## src/rtl/lsu_pkg.sv

```systemverilog
// Shared types and RV32 load/store size codes for the LSU SRAM controller.
package lsu_pkg;

  typedef enum logic [1:0] {
    IDLE  = 2'd0,
    READ  = 2'd1,
    WRITE = 2'd2,
    RESP  = 2'd3
  } lsu_state_e;

  localparam logic [2:0] F3_B  = 3'b000;
  localparam logic [2:0] F3_H  = 3'b001;
  localparam logic [2:0] F3_W  = 3'b010;
  localparam logic [2:0] F3_BU = 3'b100;
  localparam logic [2:0] F3_HU = 3'b101;

  function automatic logic f3_legal(input logic [2:0] f3);
    return (f3 == F3_B) || (f3 == F3_H) || (f3 == F3_W) ||
           (f3 == F3_BU) || (f3 == F3_HU);
  endfunction

endpackage

```

## src/rtl/lsu_lane_align.sv

```systemverilog
// Combinational byte/halfword lane handling: store merge into a buffered word
// and load extract with sign/zero extension. Halfword lanes use addr_lo[1] only.
module lsu_lane_align
  import lsu_pkg::*;
(
  input  logic [2:0]  funct3,
  input  logic [1:0]  addr_lo,
  input  logic [31:0] word,
  input  logic [31:0] wdata,
  output logic [31:0] st_word,
  output logic [31:0] ld_data
);

  logic [7:0]  byte_sel;
  logic [15:0] half_sel;

  always_comb begin
    st_word  = word;
    ld_data  = word;
    byte_sel = word[{addr_lo, 3'b000} +: 8];
    half_sel = word[{addr_lo[1], 4'b0000} +: 16];
    case (funct3[1:0])
      2'b00: begin
        st_word[{addr_lo, 3'b000} +: 8] = wdata[7:0];
        ld_data = funct3[2] ? {24'h0, byte_sel} : {{24{byte_sel[7]}}, byte_sel};
      end
      2'b01: begin
        st_word[{addr_lo[1], 4'b0000} +: 16] = wdata[15:0];
        ld_data = funct3[2] ? {16'h0, half_sel} : {{16{half_sel[15]}}, half_sel};
      end
      default: begin
        st_word = wdata;
        ld_data = word;
      end
    endcase
  end

endmodule

```

## src/rtl/lsu_sram_ctrl.sv

```systemverilog
// Load/store unit front-end to a single-port SRAM with combinational read data.
// Define LSU_MISALIGN_TRAP_EN to trap misaligned H/W accesses instead of aligning down.
module lsu_sram_ctrl
  import lsu_pkg::*;
#(
  parameter int unsigned ADDR_W = 16,
  parameter int unsigned DATA_W = 32
) (
  input  logic              i_clk,
  input  logic              i_rst_n,
  input  logic              i_req_valid,
  output logic              o_req_ready,
  input  logic              i_req_we,
  input  logic [2:0]        i_req_funct3,
  input  logic [31:0]       i_req_addr,
  input  logic [DATA_W-1:0] i_req_wdata,
  output logic              o_rsp_valid,
  output logic [DATA_W-1:0] o_rsp_rdata,
  output logic              o_rsp_err,
  output logic [ADDR_W-1:0] o_mem_addr,
  output logic              o_mem_wren,
  output logic [DATA_W-1:0] o_mem_wdata,
  input  logic [DATA_W-1:0] i_mem_rdata
);

  lsu_state_e        state_q, state_d;
  logic              we_q;
  logic [2:0]        f3_q;
  logic [ADDR_W+1:0] addr_q;
  logic [31:0]       wdata_q;
  logic [31:0]       buf_q;
  logic              err_q;

  logic              accept;
  logic              req_bad;
  logic [31:0]       st_word;
  logic [31:0]       ld_data;
  logic              unused_addr_hi;

  assign unused_addr_hi = ^i_req_addr[31:ADDR_W+2];
  assign accept = i_req_valid && (state_q == IDLE);

`ifdef LSU_MISALIGN_TRAP_EN
  assign req_bad = !f3_legal(i_req_funct3) ||
                   ((i_req_funct3[1:0] == 2'b01) && i_req_addr[0]) ||
                   ((i_req_funct3[1:0] == 2'b10) && (i_req_addr[1:0] != 2'b00));
`else
  assign req_bad = !f3_legal(i_req_funct3);
`endif

  always_ff @(posedge i_clk) begin
    if (!i_rst_n) begin
      state_q <= IDLE;
      we_q    <= 1'b0;
      f3_q    <= '0;
      addr_q  <= '0;
      wdata_q <= '0;
      buf_q   <= '0;
      err_q   <= 1'b0;
    end else begin
      state_q <= state_d;
      if (accept) begin
        we_q    <= i_req_we;
        f3_q    <= i_req_funct3;
        addr_q  <= i_req_addr[ADDR_W+1:0];
        wdata_q <= i_req_wdata;
        err_q   <= req_bad;
      end
      if (state_q == READ) buf_q <= i_mem_rdata;
    end
  end

  always_comb begin
    state_d = state_q;
    unique case (state_q)
      IDLE: begin
        if (i_req_valid) begin
          if (req_bad)                                       state_d = RESP;
          else if (i_req_we && (i_req_funct3[1:0] == 2'b10)) state_d = WRITE;
          else                                               state_d = READ;
        end
      end
      READ:    state_d = we_q ? WRITE : RESP;
      WRITE:   state_d = RESP;
      RESP:    state_d = IDLE;
      default: state_d = IDLE;
    endcase
  end

  lsu_lane_align u_lane_align (
    .funct3  (f3_q),
    .addr_lo (addr_q[1:0]),
    .word    (buf_q),
    .wdata   (wdata_q),
    .st_word (st_word),
    .ld_data (ld_data)
  );

  // Strobes are gated by reset so an edge that aborts WRITE/RESP never sees them.
  always_comb begin
    o_req_ready = (state_q == IDLE);
    o_rsp_valid = (state_q == RESP) && i_rst_n;
    o_rsp_err   = (state_q == RESP) && err_q;
    o_rsp_rdata = ((state_q == RESP) && !we_q && !err_q) ? ld_data : '0;
    o_mem_addr  = (state_q == IDLE) ? '0 : addr_q[ADDR_W+1:2];
    o_mem_wren  = (state_q == WRITE) && i_rst_n;
    o_mem_wdata = (state_q == WRITE) ? st_word : '0;
  end

endmodule

```

## config.mk

```make
export PLATFORM = sky130hd
export DESIGN_NAME = lsu_sram_ctrl
export DESIGN_NICKNAME = d
export VERILOG_FILES = /design/src/rtl/lsu_pkg.sv /design/src/rtl/lsu_lane_align.sv /design/src/rtl/lsu_sram_ctrl.sv
export SDC_FILE = /design/constraint.sdc
export NUM_CORES = 1
export LEC_CHECK = 0
export BUFFER_PORTS_ARGS = -buffer_cell sky130_fd_sc_hd__buf_4
export CAP_MARGIN = 15
export CORE_ASPECT_RATIO = 2
export CORE_MARGIN = 10
export CORE_UTILIZATION = 55
export CTS_CLUSTER_SIZE = 12
export DETAILED_ROUTE_END_ITERATION = 6
export PLACE_DENSITY = 0.87
export SKIP_LAST_GASP = 1
export SLEW_MARGIN = 10
export SYNTH_ARGS = -nofsm -noshare
export SYNTH_HDL_FRONTEND = slang
export SYNTH_SLANG_ARGS = --single-unit
```

## constraint.sdc

```tcl
create_clock -name i_clk -period 6.1 [get_ports i_clk]
set_input_delay 0.61 -clock i_clk [delete_from_list [all_inputs] [get_ports i_clk]]
set_output_delay 0.61 -clock i_clk [all_outputs]
set_load 0.02 [all_outputs]
```

==> results.sh <==
export IMPL_antenna_found_initial=0
export IMPL_crit_start="addr_q[1]"
export IMPL_cp_top_family="buffers and inverters"
export IMPL_finalSetupTns_ns=0
export IMPL_p_leak_uw=0.00285
export IMPL_setup_viol=0
export IMPL_syn_area_um2=5440
export IMPL_path_cells="buf_4 > inv_1 > ha_1 > nor2_1 > and3_1 > a222oi_1 > o21ai_0 > buf_4"
export IMPL_hold_buffers=0
export IMPL_drv_slew=0
export IMPL_totalWireLength_um=20100
export IMPL_cpMostUsedCell="buf_4"
export IMPL_die_h_um=161
export IMPL_seq_area_frac_synth_pct=32.8
export IMPL_grt_usage_pct=26.6
export IMPL_clk_pin_slew_ns=0.07
export IMPL_yosys_register_bits=89
export IMPL_status="complete, but fails checks"
export IMPL_drt_pass1_iter_count=7
export IMPL_start_util_pct=56.0
export IMPL_rr_startpoint="state_q[0]"
export IMPL_critPathBufInv=3
export IMPL_synth_edf_count=0
export IMPL_port_buffers=172
export IMPL_cp_start_kind="flop"
export IMPL_post_cts_resized=0
export IMPL_post_drt_wl_per_cell_um=21.0
export IMPL_vdd_drop_max_v=0.000403
export IMPL_critPathMaxStageDelay_ns=0.43
export IMPL_hp_class="flop to flop"
export IMPL_die_w_um=90.3
export IMPL_fin_nets=932
export IMPL_endpoint="o_mem_wdata[31]"
export IMPL_synth_cell_types=50
export IMPL_r2r_end="err_q"
export IMPL_cts_tree="yes"
export IMPL_antennaDiodeCount=0
export IMPL_crit_arrival_ns=3.01
export IMPL_hold_ws_ns=0.458
export IMPL_violations="DRC"
export IMPL_num_vias=5647
export IMPL_ant_nets=0
export IMPL_cts_max_level=3
export IMPL_synthCells=690
export IMPL_cp_slowest_cell="ha_1"
export IMPL_dp_hpwl_um=15300
export IMPL_synth_area_leaders="dfxtp_1 (33%), nand2_1 (12%), mux2i_1 (7.9%), a21boi_0 (7.6%), nor2b_1 (6.1%)"
export IMPL_drt_iter0_markers=638
export IMPL_worst_clock_skew_ns=0.00647
export IMPL_drc=5
export IMPL_multi_input_area_um2=3310
export IMPL_rows=51
export IMPL_clkSinkCount=89
export IMPL_root_buffer="clkbuf_16"
export IMPL_syn_to_final_growth_pct=28.2
export IMPL_p_per_area_nw_per_um2=350
export IMPL_drive_gt1_share_pct=26.5
export IMPL_crit_path_end_kind="primary output"
export IMPL_clockBufferDepth=2
export IMPL_synthArstFlopShare_pct=0
export IMPL_relSlewSlack_pct=27.7
export IMPL_rsz0062_at_grt="no"
export IMPL_tightest_slew_ns=1.08
export IMPL_viasPerCell=5.90
export IMPL_syn_avg_cell_area_um2=7.88
export IMPL_crit_path_max_fanout=33
export IMPL_grt_max_degree=92
export IMPL_r2r_slack_ns=3.40
export IMPL_yosys_area_top_type="dfxtp_1"
export IMPL_cts_buffers=9
export IMPL_fin_crit_ns=3.62
export IMPL_seqCellArea_um2=1780
export IMPL_grt_pass1_vias=5699
export IMPL_fillers=819
export IMPL_cap_violations=0
export IMPL_pin_count=187
export IMPL_place_congestion=0.952
export IMPL_clock_latency_ns=0.35
export IMPL_grt_pass1_wl_um=30900
export IMPL_yosys_warnings=0
export IMPL_die_area_um2=14500
export IMPL_required_ns=5.49
export IMPL_coreArea_um2=9700
export IMPL_fmax_mhz=276
export IMPL_finalHoldViolations=0
export IMPL_post_route_period_util_pct=59.4
export IMPL_synthFlopType="dfxtp_1"
export IMPL_synth_top_area_share_pct=32.8
export IMPL_worstRegToRegCells=7
export IMPL_worst_path_stages=8
export IMPL_overflow=0
export IMPL_syn_nets=802
export IMPL_cts_setup_buffers=0
export IMPL_crit_type="flop to primary output"
where the power goes:
part / total (µW) / leakage, µW / switching, µW / internal (µW)
clock: 619 / 0.000160 / 253 / 366
combinational: 935 / 0.00196 / 551 / 384
sequential: 884 / 0.000729 / 186 / 697
total: 2440 / 0.00285 / 991 / 1450
state kept, by name (all words and copies together) (netlist names):
signal and cells:
state_q 2, buf_q 32, addr_q 18, f3_q 3, we_q 1, wdata_q 32, err_q 1
worst min-delay path by stage:
stage / cells past startpoint / end / slack, ns / from
4_1_cts: 2 / addr_q[16] / 0.46 / addr_q[16]
6_report: 2 / addr_q[16] / 0.46 / addr_q[16]
3_3_place_gp: 2 / addr_q[5] / 0.45 / addr_q[5]
5_1_grt: 2 / addr_q[16] / 0.48 / addr_q[16]
3_5_place_dp: 2 / addr_q[16] / 0.45 / addr_q[16]
2_1_floorplan: 2 / addr_q[15] / 0.44 / addr_q[15]
Yosys cell counts (all sizes together), types with 2 or more instances:
| cell | number |
|---|---|
| a21boi | 55 |
| a21oi | 15 |
| a221oi | 15 |
| a222oi | 7 |
| a22oi | 6 |
| a31oi | 8 |
| and2 | 5 |
| and3 | 4 |
| buf | 30 |
| clkbuf | 27 |
| dfxtp | 89 |
| ha | 9 |
| inv | 16 |
| mux2 | 8 |
| mux2i | 43 |
| mux4 | 6 |
| nand2 | 177 |
| nand2b | 4 |
| nand3 | 8 |
| nand4 | 2 |
| nor2 | 22 |
| nor2b | 54 |
| nor3 | 18 |
| nor3b | 2 |
| o21a | 7 |
| o21ai | 29 |
| o22ai | 12 |
| o31ai | 2 |
| or3b | 2 |
layer usage:
layer  global-route usage [%]  vias up  share of wire, %
li1                         -     2642                 -
met1                     26.0     2634                34
met2                     48.7      299                53
met3                     6.91       72               7.4
met4                     15.9        0               6.0
met5                        0        -                 0
logic make-up after synthesis:
| kind of cell | Yosys count | synth area share, % |
|---|---|---|
| simple gates | 299 | 25.5 |
| compound gates | 163 | 21.1 |
| flops | 89 | 32.8 |
| buf+inv | 73 | 6.38 |
| mux | 57 | 12.1 |
| fa+ha+maj | 9 | 2.07 |
worst register-to-register path, stage by stage, from the launching register on:
cell      delay, ns
dfxtp_1        0.34
inv_1          0.09
ha_1           0.69
nand2_1        0.68
buf_4          0.47
nor2_1         0.13
nand2_1        0.07
a21boi_0       0.16
stage by stage:
step                      std cells  power, µW  area (µm²)  setup slack [ns]  util (%)
final                           957       2440        6970              2.48      71.8
after global routing            957       2560        6970              2.27      71.8
after CTS                       957       2430        6970              2.49      71.8
after detailed placement        941       1820        6640              2.86      68.4
after global placement          941       1780        6640              2.91      68.4
after floorplan                 690       1500        5440              3.37         -
cells in the final DEF, fill, tap and decap left out, drive strengths merged, types with 10 or more instances in the layout:
master and count:
nor2 22, a221oi 15, a21oi 15, nor2b 54, mux2i 43, o21ai 29
inv 19, dfxtp 89, o22ai 12, nand2 177, buf 176, nor3 18
clkbuf 10, a21boi 55
cell type report:
class	instances	share of cell area, %
multi-input cells	528	47.5
flip-flops and latches	89	25.6
repair buffers	176	19.0
clock buffers	10	3.29
well taps	132	2.37
clock inverters	6	1.40
inverters	16	0.862
No activity file was read; power rests on OpenSTA's default activity.
